**src/rtl/ic_data_ecc_pkg.sv**
```systemverilog
// Shared definitions for the I-cache data RAM SECDED code: widths, H-matrix
// columns, check-bit inversion mask, error classes and the encoder function.
package ic_data_ecc_pkg;

    localparam int DATA_W = 32;
    localparam int ADDR_W = 11;
    localparam int ECC_W  = 8;

    // Check bits are stored inverted under this mask.
    // It sits outside the span of the address columns (bit 7 set).
    // As a result, all-zero and all-one RAM words never decode as clean.
    localparam logic [ECC_W-1:0] ECC_INV_MASK = 8'h81;

    // Data columns are distinct weight-3 vectors, so a single data error is
    // always odd and a double data error always even.
    // Exactly one column has bit 7 set, which keeps the all-ones word uncorrectable.
    localparam logic [ECC_W-1:0] DATA_COLS [DATA_W] = '{
        8'h07, 8'h0B, 8'h0D, 8'h0E, 8'h13, 8'h15, 8'h16, 8'h19,
        8'h1A, 8'h1C, 8'h23, 8'h25, 8'h26, 8'h29, 8'h2A, 8'h2C,
        8'h31, 8'h32, 8'h34, 8'h38, 8'h43, 8'h45, 8'h46, 8'h49,
        8'h4A, 8'h4C, 8'h51, 8'h52, 8'h54, 8'h58, 8'h61, 8'h83
    };

    // Address columns are distinct weight-2 vectors confined to bits 0..6.
    // A single wrong address bit therefore yields a recognisable even syndrome.
    localparam logic [ECC_W-1:0] ADDR_COLS [ADDR_W] = '{
        8'h03, 8'h05, 8'h06, 8'h09, 8'h0A, 8'h0C, 8'h11, 8'h12,
        8'h14, 8'h18, 8'h21
    };

    typedef enum logic [2:0] {
        ECC_OK,
        ECC_SB_DATA,
        ECC_SB_CHK,
        ECC_ADDR,
        ECC_DB
    } ecc_class_t;

    // Check bits for a data word stored at a given address.
    // This is the same function the write-side encoder uses.
    function automatic logic [ECC_W-1:0] ic_data_ecc_enc(
        input logic [DATA_W-1:0] data,
        input logic [ADDR_W-1:0] addr
    );
        logic [ECC_W-1:0] ecc;
        ecc = ECC_INV_MASK;
        for (int i = 0; i < DATA_W; i++) begin
            if (data[i]) ecc = ecc ^ DATA_COLS[i];
        end
        for (int j = 0; j < ADDR_W; j++) begin
            if (addr[j]) ecc = ecc ^ ADDR_COLS[j];
        end
        return ecc;
    endfunction

endpackage

```
**src/rtl/ic_data_ecc_syndrome.sv**
```systemverilog
// Combinational SECDED decode: syndrome, error class and corrected data.
module ic_data_ecc_syndrome
    import ic_data_ecc_pkg::*;
(
    input  logic              ecc_en,
    input  logic [DATA_W-1:0] data_in,
    input  logic [ADDR_W-1:0] addr_in,
    input  logic [ECC_W-1:0]  ecc_in,
    output logic [ECC_W-1:0]  syndrome,
    output logic [DATA_W-1:0] data_out,
    output logic              sb_err,
    output logic              db_err,
    output logic              addr_err
);

    ecc_class_t        ecc_class;
    logic [DATA_W-1:0] flip_mask;
    logic              addr_hit;

    // Form the syndrome and sort it into exactly one error class.
    always_comb begin
        syndrome  = ic_data_ecc_enc(data_in, addr_in) ^ ecc_in;
        flip_mask = '0;
        addr_hit  = 1'b0;
        for (int i = 0; i < DATA_W; i++) begin
            if (syndrome == DATA_COLS[i]) flip_mask[i] = 1'b1;
        end
        for (int j = 0; j < ADDR_W; j++) begin
            if (syndrome == ADDR_COLS[j]) addr_hit = 1'b1;
        end
        if (syndrome == '0) begin
            ecc_class = ECC_OK;
        end else if (|flip_mask) begin
            ecc_class = ECC_SB_DATA;
        end else if ($onehot(syndrome)) begin
            ecc_class = ECC_SB_CHK;
        end else if (addr_hit || (^syndrome)) begin
            ecc_class = ECC_ADDR;
        end else begin
            ecc_class = ECC_DB;
        end
    end

    // Flip the failing data bit only for a correctable data error; bypass all when disabled.
    always_comb begin
        data_out = data_in;
        sb_err   = 1'b0;
        db_err   = 1'b0;
        addr_err = 1'b0;
        if (ecc_en) begin
            if (ecc_class == ECC_SB_DATA) data_out = data_in ^ flip_mask;
            sb_err   = (ecc_class == ECC_SB_DATA) || (ecc_class == ECC_SB_CHK);
            db_err   = (ecc_class == ECC_DB);
            addr_err = (ecc_class == ECC_ADDR);
        end
    end

endmodule

```
**config.mk**
```make
export PLATFORM = sky130hd
export DESIGN_NAME = ic_data_ecc_syndrome
export DESIGN_NICKNAME = d
export VERILOG_FILES = /design/src/rtl/ic_data_ecc_pkg.sv /design/src/rtl/ic_data_ecc_syndrome.sv
export SDC_FILE = /design/constraint.sdc
export NUM_CORES = 1
export LEC_CHECK = 0
export CORE_MARGIN = 8
export CORE_UTILIZATION = 44
export DETAILED_ROUTE_END_ITERATION = 6
export PLACE_DENSITY = 0.9
export SYNTH_ARGS = -nofsm -noshare
export SYNTH_HDL_FRONTEND = slang
export SYNTH_SLANG_ARGS = --single-unit
```
**constraint.sdc**
```tcl
create_clock -name vclk -period 8.5
set_input_delay 1.7 -clock vclk [all_inputs]
set_output_delay 1.7 -clock vclk [all_outputs]
set_load 0.02 [all_outputs]
```
# --- After elaboration in Yosys (flattened, before gate mapping) ---
# Index checks and enable logic that the tools add are counted.
word_totals:
  latch_bits: 0
  regBits: 0
  memories: 0
  input_bits: 52
  out_inout_bits: 43
  ramBits: 0
  rom_bits: 0
  elab_cells: 199
op_classes:
  eq_ne: 48
  shift: 0
  n_lt_le_gt_ge: 0
  div: 0
  bitwise: 44
  mul: 0
  add_sub_neg: 7
  n_reduce_logical: 5
  muxes: 95
op_table:
  columns: ["operator", "count"]
  rows:
  - ["3-bit NOT", 31]
  - ["8-bit by 6-bit equality test with 1-bit output, second input constant", 11]
  - ["8-bit by 7-bit equality test with 1-bit output, second input constant", 11]
  - ["8-bit by 5-bit equality test with 1-bit output, second input constant", 10]
  - ["7-bit two-way mux", 11]
  - ["6-bit two-way mux", 11]
  - ["32-bit two-way mux", 2]
  - ["5-bit two-way mux", 10]
  - ["8-bit by 4-bit equality test with 1-bit output, second input constant", 6]
  - ["1-bit two-way mux", 46]
  - ["32-bit OR reduction", 1]
  - ["32-bit bitwise XOR", 1]
  - ["8-bit by 3-bit equality test with 1-bit output, second input constant", 3]
  - ["4-bit two-way mux", 6]
  - ["2-bit NOT", 11]
  - ["3-bit two-way mux", 7]
  - ["1-bit by 1-bit adder with 2-bit output", 4]
  - ["8-bit by 2-bit equality test with 1-bit output, second input constant", 1]
  - ["8-bit equality test, second input constant", 1]
  - ["8-bit zero test", 1]
  - ["8-bit two-way mux", 1]
  - ["8-bit XOR reduction", 1]
  - ["8-bit bitwise XOR", 1]
  - ["2-bit by 2-bit adder with 3-bit output", 2]
  - ["7 further kinds", 9]

# --- Longest topological paths before layout ---
# Gate-level depths: netlist of run 1.
logic_depth:
  word_depth: 106
  ltp_mapped: 18

# --- Least setup slack after synthesis of run 1 ---
# Ideal clock, no wire load.
synth_timing:
  path_kind: "input port to output port"
  startpoint: "input port data_in[4]"
  endpoint: "output port db_err"
  path_buffers: 0
  path_slack_ns: 0.255
  stages: 18
  t_arrival_ns: 6.545
  cell_sequence: "xnor2_1 xnor2_1 xnor2_1 xnor2_1 xor2_1 fa_1 fa_1 inv_1 fa_1 inv_1 ha_1 inv_1 fa_1 nor2b_1 a31o_2 a311oi_2 nand4_2 a2111oi_2"
synth_via:
  elab_chain_len: 76
synth_rtl:
  columns: ["element", "line", "rtl"]
  rows:
  - ["start, declared", "ic_data_ecc_syndrome.sv:6", "input logic [DATA_W-1:0] data_in,"]
  - ["5-bit two-way mux (*)", "ic_data_ecc_pkg.sv:48", "if (data[i]) ecc = ecc ^ DATA_COLS[i];"]
  - ["3-bit NOT (no source line)", null, null]
  - ["5-bit two-way mux (*) (2 in a row)", "ic_data_ecc_pkg.sv:48", null]
  - ["3-bit NOT (no source line)", null, null]
  - ["5-bit two-way mux (*) (3 in a row)", "ic_data_ecc_pkg.sv:48", null]
  - ["3-bit NOT (no source line)", null, null]
  - ["6-bit two-way mux (*)", "ic_data_ecc_pkg.sv:48", null]
  - ["3-bit NOT (no source line)", null, null]
  - ["[46 not listed]", null, null]
  - ["net syndrome[0]", "ic_data_ecc_syndrome.sv:9", "output logic [ECC_W-1:0] syndrome,"]
  - ["[1 not listed]", null, null]
  - ["1-bit two-way mux (11 in a row)", "ic_data_ecc_syndrome.sv:29", "if (syndrome == ADDR_COLS[j]) addr_hit = 1'b1;"]
  - ["1-bit logical OR", "ic_data_ecc_syndrome.sv:37", "end else if (addr_hit || (^syndrome)) begin"]
  - ["3-bit two-way mux", "ic_data_ecc_syndrome.sv:37", null]
  - ["3-bit two-way mux", "ic_data_ecc_syndrome.sv:35", "end else if ($onehot(syndrome)) begin"]
  - ["3-bit two-way mux", "ic_data_ecc_syndrome.sv:33", "end else if (|flip_mask) begin"]
  - ["3-bit two-way mux (*)", "ic_data_ecc_syndrome.sv:31", "if (syndrome == '0) begin"]
  - ["3-bit equality test (*)", "ic_data_ecc_syndrome.sv:53", "db_err = (ecc_class == ECC_DB);"]
  - ["1-bit two-way mux (*)", "ic_data_ecc_syndrome.sv:50", "if (ecc_en) begin"]
  - ["end, declared", "ic_data_ecc_syndrome.sv:12", "output logic db_err,"]
# The timed path passes the listed nets; every way through them passes the cells marked *.

# --- Worst setup path in the final report of run 1 ---
layout_timing:
  startpoint: "input port data_in[3]"
  endpoint: "output port addr_err"
layout_via:
  elab_chain_len: 76
layout_rtl:
  columns: ["element", "line", "rtl"]
  rows:
  - ["4-bit two-way mux (*)", "ic_data_ecc_pkg.sv:48", null]
  - ["3-bit NOT (no source line)", null, null]
  - ["5-bit two-way mux (*) (2 in a row)", "ic_data_ecc_pkg.sv:48", null]
  - ["3-bit NOT (no source line)", null, null]
  - ["5-bit two-way mux (*) (2 in a row)", "ic_data_ecc_pkg.sv:48", null]
  - ["3-bit NOT (no source line)", null, null]
  - ["5-bit two-way mux (*) (2 in a row)", "ic_data_ecc_pkg.sv:48", null]
  - ["3-bit NOT (no source line)", null, null]
  - ["[47 not listed]", null, null]
  - ["1-bit two-way mux (11 in a row)", "ic_data_ecc_syndrome.sv:29", null]
  - ["1-bit logical OR", "ic_data_ecc_syndrome.sv:37", null]
  - ["3-bit two-way mux", "ic_data_ecc_syndrome.sv:37", null]
  - ["3-bit two-way mux", "ic_data_ecc_syndrome.sv:35", null]
  - ["3-bit two-way mux", "ic_data_ecc_syndrome.sv:33", null]
  - ["3-bit two-way mux (*)", "ic_data_ecc_syndrome.sv:31", null]
  - ["3-bit by 2-bit equality test with 1-bit output (*)", "ic_data_ecc_syndrome.sv:54", "addr_err = (ecc_class == ECC_ADDR);"]
  - ["1-bit two-way mux (*)", "ic_data_ecc_syndrome.sv:50", null]
  - ["end, declared", "ic_data_ecc_syndrome.sv:13", "output logic addr_err"]
# Every way passes the cells marked *; elsewhere a longest branch is shown, timed or not.

==> results of run 1 <==
-- how the worst min path moves through the flow --
stage / to / slack, ns / cells past startpoint
2_1_floorplan: data_out[10] / 3.53 / 1
3_3_place_gp: syndrome[7] / 4.53 / 3
3_5_place_dp: syndrome[7] / 4.53 / 3
4_1_cts: db_err / 4.29 / 5
5_1_grt: data_out[1] / 4.26 / 3
6_report: data_out[16] / 4.22 / 3
-- tightest hold or removal path: stages --
cell,delay (ns)
dlymetal6s2s_1,0.17
xnor2_1,0.11
clkdlybuf4s50_1,0.55
-- power by group --
| part | internal (uW) | switching (uW) |
|---|---|---|
| combinational | 773 | 958 |
| sequential | 0 | 0 |
| clock | 0 | 0 |
| total | 773 | 958 |
-- cells in the final DEF (no fill, tap or decap), types with 2 or more instances in the layout --
cell type / instances
inv_1: 8
nor2_1: 17
fa_1: 4
nand2_1: 11
dlymetal6s2s_1: 8
xor2_2: 3
a21boi_0: 2
nand3_1: 10
a22o_2: 2
nand4_1: 15
clkdlybuf4s50_1: 84
a21oi_1: 3
o21ai_0: 8
buf_4: 57
xor2_1: 29
and2_1: 2
buf_2: 2
a22oi_1: 2
xnor2_2: 14
a22o_1: 3
ha_1: 19
xnor2_1: 81
-- cells by family after synthesis --
family,synth area share (%)
fa+ha+maj,15.6
xor+xnor,55.1
buf+inv,3.63
compound gates,10.9
simple gates,14.8
-- per-stage QoR --
stage                     hold WS (ns)  setup slack, ns
final                             4.22           0.0793
after global routing              4.26           -0.105
after CTS                         4.29          0.00574
after detailed placement          4.53           -0.391
after global placement            4.53           -0.282
after floorplan                   3.53            0.255
-- cell type report --
| type | instances | area, um2 |
|---|---|---|
| multi-input cells | 240 | 2120 |
| inverters | 8 | 30.0 |
| well taps | 52 | 65.1 |
| fillers | 258 | 820 |
| repair buffers | 151 | 1380 |
-- routing by layer --
metal / global-route usage [%] / share of wire, %
met2: 39.2 / 51
met5: 0 / 0
met3: 4.79 / 9.0
met4: 6.91 / 3.9
met1: 24.5 / 36
-- what timing repair did --
action                     CTS  global route
pin swaps                   10            22
gates resized for setup     18            25
buffers inserted             5             4
setup endpoints to repair    3             3
==> impl_metrics.json, run 1 <==
{
  "outcome": "finished clean",
  "n_antenna_cell": 0,
  "leakage_uw": 0.00151,
  "gp_congestion": 0.995,
  "start_util_pct": 46.1,
  "regArea_um2": 0,
  "yosysSeqAreaShare_pct": 0,
  "drc_errors": 0,
  "ys_warn_count": 0,
  "path_depth": 22,
  "worst_pin_slew_ns": 0.635,
  "hold_start": "data_in[16]",
  "max_stage_delay_ns": 0.56,
  "synthCells": 257,
  "critPathBufInv": 7,
  "post_synth_num_cell_types": 34,
  "final_hold_viol_count": 0,
  "grt_pass1_wl_mm": 13.1,
  "numPortBuffers": 95,
  "setup-tns-final_ns": 0,
  "wire_per_inst_um": 19.2,
  "setup_violations": 0,
  "post-route-period-util_pct": 99.1,
  "die_w_um": 84.0,
  "worstSetupStartpointType": "input pin",
  "die_h_um": 84.0,
  "p_total_uw": 1730,
  "grt_pass1_vias": 2677,
  "ir_worst_vdd_mv": 0.378,
  "hold_buffers": 0,
  "grt_overflow": 0,
  "cpMaxStageDelayCell": "clkdlybuf4s50_1",
  "synth.top_cell.area_share_pct": 41.3,
  "core_area_um2": 4410,
  "syn_nets": 332,
  "syn_avg_cell_area_um2": 7.92,
  "critPathCapture": "addr_err",
  "maxCapViolations": 0,
  "place_hpwl_mm": 6.87,
  "grt_max_degree": 14,
  "layout.nets": 476,
  "vias": 2485,
  "drtPass1Iterations": 7,
  "hp-class": "input pin to output pin",
  "critPathLaunch": "data_in[3]",
  "p_per_area_nw_per_um2": 482,
  "num_io_pins": 95,
  "max_freq_mhz": 119,
  "cpMostUsedCell": "fa_1",
  "fin_area_um2": 3590,
  "worstPathCellList": "clkdlybuf4s50_1 -> xnor2_2 -> xnor2_2 -> xnor2_4 -> xnor2_2 -> xnor2_1 -> buf_4 -> fa_1 -> fa_1 -> inv_1 -> fa_1 -> inv_1 -> ha_1 -> inv_1 -> fa_1 -> nor2b_1 -> a31o_2 -> a311oi_2 -> nand4_2 -> buf_4 -> nor3_1 -> buf_2",
  "cp.required_ns": 6.80,
  "slew_violations": 0,
  "placed_area_um2": 3360,
  "final_cells": 451,
  "setup.worst_path.end_class": "output pin",
  "synth_commonest_cells": "xnor2_1 (96), xor2_1 (32), ha_1 (19)",
  "seq_cells": 0,
  "relSlewSlack_pct": 57.5,
  "finalWirelength_mm": 8.67,
  "drive_above_1_share_pct": 21.3,
  "cp.arrival_ns": 6.72,
  "fin_crit_ns": 8.42,
  "grt_usage_pct": 21.8,
  "nClkBuffers": 0,
  "cpLargestDelayFamily": "adder cells",
  "crit_path_max_fanout": 3,
  "area.growth.synth_to_final_pct": 76.6,
  "netlist_area_um2": 2040,
  "antenna_found_initial": 0,
  "synthTopCellsByArea": "xnor2_1 (41%), xor2_1 (14%), ha_1 (12%)",
  "final_core_util_pct": 81.4,
  "ant_nets": 0,
  "rows": 24,
  "crit_type": "input pin to output pin",
  "yosysMostFrequentCell": "xnor2_1",
  "via_per_inst": 5.51,
  "placed_cells": 442,
  "yosysTopAreaCell": "xnor2_1",
  "die-area_um2": 7060,
  "drtIter0Drc": 238
}
(Power assumes the default switching activity.)
==> run 2: changes to the inputs <==
- ABC_CLOCK_PERIOD_IN_PS: unset -> 8500
- REMOVE_ABC_BUFFERS: unset -> 1
==> run 2 against run 1 <==
Compared with the run above: the flow now finishes with violations (DRC); utilization fell by 0.48 points; global-route usage up 0.25 points; via count rose by 2.4%; non-clock buffer count up 1; setup slack lost 0.012 ns; worst hold slack improved by 0.14 ns; routed wire length down 0.92%; critical path type unchanged; critical endpoint is now sb_err; highest routed layer unchanged.
==> impl_metrics.json, run 2 (synthesis gave the netlist of run 1 again) <==
{
  "outcome": "finished, violations left",
  "violations": "DRC",
  "cp.arrival_ns": 6.73,
  "crit_path_max_fanout": 2,
  "whs_ns": 4.37,
  "cpLargestDelayFamily": "adder cells",
  "drtIter0Drc": 220,
  "die_h_um": 84.0,
  "grt_pass1_vias": 2699,
  "critPathBufInv": 7,
  "setup.worst_path.end_class": "output pin",
  "nClkBuffers": 0,
  "grt_usage_pct": 22.0,
  "numPortBuffers": 95,
  "n_antenna_cell": 0,
  "post-route-period-util_pct": 99.2,
  "worst_pin_slew_ns": 0.818,
  "relSlewSlack_pct": 44.9,
  "grt_pass1_wl_mm": 13.2,
  "drc_errors": 30,
  "setup-tns-final_ns": 0,
  "leakage_uw": 0.00143,
  "slew_violations": 0,
  "start_util_pct": 46.1,
  "timing.final.ws_setup_ns": 0.0670,
  "fin_area_um2": 3570,
  "worstPathCellList": "clkdlybuf4s50_1 -> xor2_1 -> xnor2_1 -> buf_4 -> xnor2_1 -> xnor2_1 -> xor2_1 -> fa_1 -> fa_1 -> inv_1 -> fa_1 -> inv_1 -> ha_2 -> inv_1 -> fa_2 -> nor2b_1 -> a31o_2 -> a311oi_2 -> nand4_2 -> buf_4 -> and2_2 -> buf_2",
  "hp-class": "input pin to output pin",
  "rows": 24,
  "num_io_pins": 95,
  "grt_overflow": 0,
  "via_per_inst": 5.63,
  "rsz0062_at_grt": "yes",
  "antenna_found_initial": 0,
  "die_w_um": 84.0,
  "p_per_area_nw_per_um2": 490,
  "final_common_cell": "clkdlybuf4s50_1",
  "grt_max_degree": 14,
  "setup_violations": 0,
  "cpMaxStageDelayCell": "fa_1",
  "final_cell_mix": "clkdlybuf4s50_1 (90), xnor2_1 (84), buf_4 (59)",
  "ant_nets": 0,
  "ir_worst_vdd_mv": 0.448,
  "seq_cells": 0,
  "drive_above_1_share_pct": 21.5,
  "crit_type": "input pin to output pin",
  "drtPass1Iterations": 7,
  "regArea_um2": 0,
  "area.growth.synth_to_final_pct": 75.5,
  "max_freq_mhz": 119,
  "max_stage_delay_ns": 0.51,
  "final_hold_viol_count": 0,
  "worstSetupStartpointType": "input pin",
  "gp_congestion": 0.911,
  "place_hpwl_mm": 6.81,
  "layout.nets": 477,
  "vias": 2544,
  "cp.required_ns": 6.80,
  "wire_per_inst_um": 19.0,
  "maxCapViolations": 0,
  "core_area_um2": 4410,
  "fin_crit_ns": 8.43,
  "placed_area_um2": 3410,
  "die-area_um2": 7060,
  "hold_buffers": 0,
  "dp_slack_ns": -0.508,
  "finalWirelength_mm": 8.59
}
-- run 2: cell count changes in the layout (fill, tap and decap cells not counted), moves of 2 or more --
cell / previous run / this run
buf_4: 57 / 59
clkdlybuf4s50_1: 84 / 90
dlymetal6s2s_1: 8 / 1
xnor2_1: 81 / 84
xnor2_2: 14 / 12
-- run 2: stage by stage --
stage          instances  util [%]  power, uW
6_report             452      81.0       1750
5_1_grt              452      81.0       1900
4_1_cts              449      77.9       1600
3_5_place_dp         448      77.2       1620
3_3_place_gp         448      77.2       1580
2_1_floorplan        248         -       1060
-- run 2: cell type report --
type	instances	area, um2
tap	52	65.1
inverter	8	30.0
fill	285	841
multi-input combinational	240	2110
timing repair buffer	152	1370
-- run 2: report_power, final --
part	switching (uW)	internal [uW]
Combinational	969	781
Clock	0	0
Sequential	0	0
Total	969	781
-- run 2: what timing repair did --
action,in CTS,in global routing
endpoints found under the hold margin,0,0
setup buffers,1,3
pin swaps,5,14
gates resized for setup,19,19
endpoints found under the setup margin,3,3
-- run 2: worst min-delay path, delay by kind of cell --
family,cells,cell delay [ns]
AOI/OAI and AO/OA,2,0.40
buffers and inverters,2,0.57
-- run 2: layer usage --
layer	track usage [%]	wire, um	vias up
li1	-	-	1151
met1	23.8	2940	1176
met2	40.5	4390	184
met3	6.45	1010	33
met4	5.18	259	0
met5	0	0	-
-- run 2: worst paths after layout --
kind	startpoint	end	slack [ns]	cells after the start
min	ecc_en	db_err	4.37	4
max	data_in[10]	sb_err	0.07	22
